[config.mk]
export PLATFORM = sky130hd
export DESIGN_NAME = exec_monitor
export DESIGN_NICKNAME = d
export VERILOG_FILES = /design/src/rtl/exec_monitor.sv
export SDC_FILE = /design/constraint.sdc
export NUM_CORES = 1
export LEC_CHECK = 0
export ABC_AREA = 1
export CAP_MARGIN = 25
export CORE_ASPECT_RATIO = 0.9
export CORE_MARGIN = 5
export CORE_UTILIZATION = 25
export CTS_CLUSTER_DIAMETER = 30
export CTS_CLUSTER_SIZE = 14
export DETAILED_ROUTE_END_ITERATION = 10
export PLACE_DENSITY = 0.58
export REMOVE_ABC_BUFFERS = 1
export SLEW_MARGIN = 5
export SYNTH_ARGS = -nofsm -noshare
export SYNTH_HDL_FRONTEND = slang
export SYNTH_SLANG_ARGS = --single-unit
[constraint.sdc]
create_clock -name clk -period 4.1 [get_ports clk]
set_input_delay 0.41 -clock clk [delete_from_list [all_inputs] [get_ports clk]]
set_output_delay 0.41 -clock clk [all_outputs]
set_load 0.1 [all_outputs]
[src/rtl/exec_monitor.sv]
// exec_monitor: watches PC progress, core exceptions and memory-port address ranges; captures the
// first violation, drains for HOLDOFF cycles, then raises sticky halt. Optional MON_CLEAR_EN adds clear.
module exec_monitor #(
   parameter int PC_WIDTH   = 32,
   parameter int TIMEOUT    = 100,
   parameter int CNT_WIDTH  = 8,
   parameter int NPORTS     = 2,
   parameter int ADDR_WIDTH = 32,
   parameter int RANGE_BITS = 17,
   parameter int HOLDOFF    = 1,
   localparam int PORT_W    = NPORTS > 1 ? $clog2(NPORTS) : 1,
   localparam int HW        = $clog2(HOLDOFF + 2)
) (
   input  logic                         clk,
   input  logic                         resetb,
   input  logic [PC_WIDTH-1:0]          pc,
   input  logic                         exception,
   input  logic [NPORTS-1:0]            port_ready,
   input  logic [NPORTS*ADDR_WIDTH-1:0] port_addr,
`ifdef MON_CLEAR_EN
   input  logic                         clear,
`endif
   output logic                         halt,
   output logic [1:0]                   halt_cause,
   output logic [PORT_W-1:0]            halt_port,
   output logic [ADDR_WIDTH-1:0]        halt_addr,
   output logic [CNT_WIDTH-1:0]         stall_count
);
   typedef enum logic [1:0] {RUN, DRAIN, HALTED} state_t;
   state_t state;
   logic [PC_WIDTH-1:0] prev_pc;
   logic [HW-1:0] hold;
   logic [ADDR_WIDTH-1:0] pc_ext;
   logic range_hit;
   logic [PORT_W-1:0] range_port;
   logic [ADDR_WIDTH-1:0] range_addr;
   logic [1:0] viol_cause;
   logic [PORT_W-1:0] viol_port;
   logic [ADDR_WIDTH-1:0] viol_addr;

   if (PC_WIDTH >= ADDR_WIDTH) begin : g_trunc
      assign pc_ext = pc[ADDR_WIDTH-1:0];
   end else begin : g_ext
      assign pc_ext = {{(ADDR_WIDTH-PC_WIDTH){1'b0}}, pc};
   end

   // Scan downward so the lowest offending port is the one left standing.
   always_comb begin
      range_hit = 1'b0;
      range_port = '0;
      range_addr = '0;
      for (int i = NPORTS - 1; i >= 0; i--)
         if (port_ready[i] && |port_addr[i*ADDR_WIDTH+RANGE_BITS +: ADDR_WIDTH-RANGE_BITS]) begin
            range_hit = 1'b1;
            range_port = PORT_W'(i);
            range_addr = port_addr[i*ADDR_WIDTH +: ADDR_WIDTH];
         end
   end

   always_comb begin
      viol_cause = exception ? 2'd2 : range_hit ? 2'd3 : (stall_count > CNT_WIDTH'(TIMEOUT)) ? 2'd1 : 2'd0;
      viol_port = (!exception && range_hit) ? range_port : '0;
      viol_addr = (!exception && range_hit) ? range_addr : pc_ext;
   end

   always_ff @(posedge clk or negedge resetb) begin
      if (!resetb) begin
         state <= RUN;
         prev_pc <= '0;
         stall_count <= '0;
         hold <= '0;
         halt <= 1'b0;
         halt_cause <= '0;
         halt_port <= '0;
         halt_addr <= '0;
      end else begin
         case (state)
            RUN: begin
               prev_pc <= pc;
               stall_count <= (pc != prev_pc) ? '0 : (&stall_count) ? stall_count : stall_count + 1'b1;
               if (viol_cause != 2'd0) begin
                  halt_cause <= viol_cause;
                  halt_port <= viol_port;
                  halt_addr <= viol_addr;
                  hold <= HW'(HOLDOFF);
                  state <= (HOLDOFF == 0) ? HALTED : DRAIN;
                  halt <= (HOLDOFF == 0);
               end
            end
            DRAIN: begin
               hold <= hold - 1'b1;
               if (hold == HW'(1)) begin
                  state <= HALTED;
                  halt <= 1'b1;
               end
            end
            HALTED: begin
`ifdef MON_CLEAR_EN
               if (clear) begin
                  state <= RUN;
                  halt <= 1'b0;
                  prev_pc <= pc;
                  stall_count <= '0;
                  halt_cause <= '0;
                  halt_port <= '0;
                  halt_addr <= '0;
               end
`endif
            end
            default: state <= RUN;
         endcase
      end
   end
endmodule
* Word-level counts from Yosys, hierarchy flattened
Cells that the tools add are included.
W data, S select, Z words.
** Storage, ports and cells
- Flip-flop bits (word level) :: 80
- Input bits :: 101
- Output and inout bits :: 44
- Logic and storage cells :: 53
** Operators by class
- $add $sub $neg :: 2
- Magnitude comparators :: 1
- Eq/ne operators :: 7
- Mux-type cells :: 19
- Bitwise operators :: 1
- Reductions and logical operators :: 15
** Operators by type and width (count)
- $mux W32 :: 3
- $ne A32 B32 Y1 :: 1
- $reduce_or A15 Y1 :: 2
- $mux W8 :: 2
- $add A8 B1 Y8 const B :: 1
- $gt A8 B7 Y1 const B :: 1
- $mux W2 :: 4
- $reduce_and A8 Y1 :: 1
- $mux W1 :: 7
- $ne A2 B2 Y1 const B :: 3
- $pmux W2 S3 :: 1
- $reduce_and A2 Y1 :: 3
- $reduce_and A3 Y1 :: 2
- $eq A2 B1 Y1 const B :: 2
- $pmux W2 S2 :: 1
- $reduce_bool A2 Y1 :: 2
- $logic_and A1 B1 Y1 :: 3
- $eq A2 B2 Y1 const B :: 1
- $logic_not A2 Y1 :: 1
- $pmux W1 S2 :: 1
- $sub A2 B1 Y2 const B :: 1
- $logic_not A1 Y1 :: 1
- $not A1 Y1 :: 1

* Longest topological paths before layout
- Depth after elaboration :: 9
- Mapped depth :: 12
- Mapped depth without buffers :: 12

* Worst setup path before layout
OpenSTA, ideal clock, no wires.
- Kind :: register to register
- Start point :: register stall_count[0]
- End point :: register stall_count[2]
- Setup time :: 123 ps
- Arrival time :: 2208 ps
- Data required time :: 3977 ps
- Setup slack :: 1769 ps
- Cell stages (with the launch flop) :: 10
- Buffers on the path :: 0
- Clock period less this slack :: 2331 ps
- Path through :: dfrtp_1 ha_1 nand3_1 nor2_1 nand3_1 nand2_1 inv_1 nand2_1 xor2_1 nor2_1
** On the way
- Cells in the longest elaborated chain, start to end :: 3
- Elaborated cells between the ends (all ways) :: 6
- Classes of those cells :: 1 x add/sub; 1 x eq/ne; 2 x mux; 2 x reduce/logical
** RTL lines
- from (decl) :: RTL line 27 : output logic [CNT_WIDTH-1:0] stall_count
- from (signal assigned) :: RTL line 80 : stall_count <= (pc != prev_pc) ? '0 : (&stall_count) ? stall_count : stall_count + 1'b1;
- $add A8 B1 Y8 or $reduce_and A8 Y1 (tied branches) :: RTL line 80
- $mux W8 or $ne A2 B2 Y1 (tied branches)
- $mux W8 or $reduce_and A2 Y1 (tied branches)
Several ways; a longest one is shown, not always the timed one. The select of a mux whose other input is x is not followed.
A chain may end at the register's enable or synchronous reset.

* Worst setup path in the final report
- Start point :: input port_addr[17]
- End point :: register halt_addr[9]
** On the way
- Cells in the longest elaborated chain, start to end :: 7
- Elaborated cells between the ends (all ways) :: 10
- Classes of those cells :: 5 x mux; 5 x reduce/logical
** RTL lines
- from (decl) :: RTL line 19 : input logic [NPORTS*ADDR_WIDTH-1:0] port_addr,
- $reduce_or A15 Y1 (*) :: RTL line 53 : if (port_ready[i] && |port_addr[i*ADDR_WIDTH+RANGE_BITS +: ADDR_WIDTH-RANGE_BITS]) begin
- $logic_and A1 B1 Y1 (*) :: RTL line 53
- $mux W1 :: RTL line 53
- $mux W2 (2 in a row) :: RTL line 61 : viol_cause = exception ? 2'd2 : range_hit ? 2'd3 : (stall_count > CNT_WIDTH'(TIMEOUT)) ? 2'd1 : 2'd0;
- $reduce_bool A2 Y1 :: RTL line 81 : if (viol_cause != 2'd0) begin
- $reduce_and A2 Y1 (no line)
- to (signal assigned) :: RTL line 84 : halt_addr <= viol_addr;
- to (decl) :: RTL line 26 : output logic [ADDR_WIDTH-1:0] halt_addr,
Every way passes the cells marked *; elsewhere a longest branch is shown, timed or not.

==> results.json <==
{
  "endpoint_kind": "register",
  "io_pins": 145,
  "cpMostUsedCell": "nand2_1",
  "cts_tree": "done",
  "syn_inst": 732,
  "finalHoldViolCount": 0,
  "crit_family": "simple AND/OR/NAND/NOR gates",
  "skew_ns": 0.008632,
  "synth_top_area_share_pct": 41.22,
  "p_leak_nw": 3.305,
  "grt_setup_unrepaired": "no",
  "wl_per_cell_um": 14.66,
  "nets": 970,
  "critPathKind": "in2reg",
  "grt_overflow_total": 0,
  "die_area_sq_mm": 0.02232,
  "antenna_found_initial": 0,
  "synth_edf_count": 0,
  "grt_pass1_wl_um": 25640,
  "switching_share_pct": 32.69,
  "power.density_mw_per_mm2": 324.5,
  "vias": 4804,
  "cp_slowest_cell": "nand2_2",
  "synthToLayoutAreaGrowth_pct": 39.88,
  "synth-seq-area-share_pct": 41.22,
  "fin_crit_ns": 2.831,
  "status": "finished, final reports clean",
  "root_buffer": "clkbuf_16",
  "synth_seq_cells": 80,
  "drive_gt1_share_pct": 3.333,
  "grt_max_degree": 58,
  "multi_input_area_sq_mm": 0.002431,
  "peakVddDrop_v": 0.0002524,
  "synthArstFlopShare_pct": 100.0,
  "gp_congestion": 0.7981,
  "yosys-top-cells-area": "dfrtp_1 (41%), nand2_1 (28%), inv_1 (5.4%)",
  "clk_pin_slew_ns": 0.06,
  "clk_latency_ns": 0.34,
  "fmax_mhz": 353.3,
  "max_slew_margin_pct": 28.25,
  "start_kind": "input pin",
  "track_usage_pct": 14.88,
  "power_frac_seq_pct": 37.9,
  "tns_ns": 0,
  "postCtsSetupBuffers": 0,
  "finalSetupViolations": 0,
  "drt-pass1-iter-count": 6,
  "register_area_sq_mm": 0.002002,
  "clock_path_buffers": 2,
  "p_switching_w": 0.0007206,
  "cp_cell_sequence": "clkdlybuf4s50_1, nor2_1, nand2_1, nor2_1, nand2_1, nand2_2, nand2_1, nand2_2, nand2_1, nand3_1, nand2_1, nand2_1",
  "arrival_ns": 3.11,
  "clkPwrFrac_pct": 36.8,
  "htreeDepth": 3,
  "die_y_um": 142.2,
  "holdWs_ns": 0.1333,
  "synth_ff_type": "dfrtp_1",
  "p_comb_share_pct": 25.3,
  "dp_hpwl_um": 11820,
  "postCtsHoldBufs": 0,
  "n_fill_cell": 2047,
  "drt-initial-drc-count": 266,
  "die_w_um": 156.9,
  "min_period_over_period_pct": 69.04,
  "numCtsBuffers": 9,
  "hold_class": "in2async",
  "p_int_w": 0.001484,
  "yosys-top-cells-count": "nand2_1 (359), dfrtp_1 (80), inv_1 (70)",
  "maxCapViolCount": 0,
  "core.rowCount": 48,
  "first_global_vias": 4621,
  "numPortBuffers": 144,
  "crit_buf_inv": 1,
  "initial_core_util_pct": 25.35,
  "synth_top_area_cell": "dfrtp_1",
  "netlist_area_sq_mm": 0.004857,
  "synth.most_common_cell": "nand2_1",
  "crit_required_ns": 4.38,
  "vias_per_cell": 4.285,
  "ant_nets": 0,
  "cp_max_fo": 33,
  "cts_sinks": 80,
  "route.detailed.drc": 0,
  "tightestPinTransition_ns": 1.073,
  "slew_viol_final": 0,
  "cpPeakStageDelay_ns": 0.62,
  "core_area_sq_mm": 0.01916,
  "syn_area_per_cell_sq_um": 6.635,
  "final_core_util_pct": 35.46,
  "wirelength_um": 16430,
  "cts-resized-gates": 0,
  "yosysUniqueCellTypes": 21,
  "ys_warn_count": 0
}
-- layer usage --
metal / GRT usage [%] / part of all wire [%] / vias up
li1: - / - / 2495
met1: 20.96 / 48 / 2155
met2: 22.92 / 44 / 146
met3: 4.409 / 7.5 / 8
met4: 2.785 / 0.88 / 0
met5: 0 / 0 / -
-- layout by cell type (no fill, tap or decap), drive strengths merged --
cell type      netlist  layout
o21ai               21      21
buf                 21       7
o21a                 1       1
clkdlybuf4s50        0     143
clkinv               1       4
dfrtp               80      80
nor2                66      66
xor2                18      18
diode                0       1
bufinv               0       1
xnor2               15      15
ha                   3       3
clkbuf               6      11
o211ai               1       1
inv                 72      72
nand4               25      25
nand3               41      41
nand2              361     361
-- registers in the layout, indices dropped and copies added, names as in the netlist --
signal	cells
halt_addr	32
prev_pc	32
stall_count	8
halt_cause	2
hold	2
state	2
halt	1
halt_port	1
-- power by group through the flow --
stage	clock [W]	sequential (W)	combinational [W]
final	0.000811	0.000836	0.000557
after global routing	0.000876	0.000840	0.000595
after CTS	0.000842	0.000836	0.000563
after detailed placement	0	0.000850	0.000560
after global placement	0	0.000850	0.000561
after floorplan	0	0.00107	0.000106
-- logic make-up after synthesis --
kind of cell | after synthesis | synth area share (%)
buffers and inverters | 100 | 8.938
adders and majority gates | 3 | 0.7729
and+or+nand+nor | 493 | 40.65
AOI/OAI and AO/OA | 23 | 2.473
xor gates and xnor gates | 33 | 5.951
DFF | 80 | 41.22
-- metrics by stage --
| step | cells | total power [W] | cell area, sq um | worst slack (ns) |
|---|---|---|---|---|
| floorplan | 705 | 0.001173 | 4697 | 0.4523 |
| global placement | 1105 | 0.001410 | 6504 | 0.8798 |
| CTS | 1120 | 0.002241 | 6792 | 1.257 |
| finish | 1121 | 0.002204 | 6794 | 1.269 |
| global route | 1120 | 0.002311 | 6792 | 1.024 |
| detailed placement | 1105 | 0.001410 | 6504 | 0.9013 |
-- cell type report --
| type | count | area share [%] |
|---|---|---|
| timing repair buffer | 150 | 21.84 |
| inverter | 73 | 4.033 |
| clock inverter | 4 | 0.6630 |
| clock buffer | 11 | 3.573 |
| tap | 250 | 4.604 |
| sequential | 80 | 29.47 |
| antenna | 1 | 0.03683 |
| multi-input combinational | 552 | 35.78 |
-- final timing paths --
check	startpoint	end	slack, ns	cells after the start
worst max register to register	stall_count[0]	halt_addr[18]	2.02	10
worst min register to register	halt_port	halt_port	0.47	2
min in group clk	halt_port	halt_port	0.47	2
max in group asynchronous	resetb	halt_addr[3]	3.04	2
worst min-delay path	resetb	stall_count[4]	0.13	1
worst max-delay path	port_addr[17]	halt_addr[9]	1.27	12
-- worst reg2reg max path, delay by kind of cell, from the launching register on --
family,cells,cell delay (ns)
fa+ha+maj,1,0.19
buf+inv,3,0.53
flops,1,0.42
simple gates,6,0.87
(Power assumes the default switching activity.)
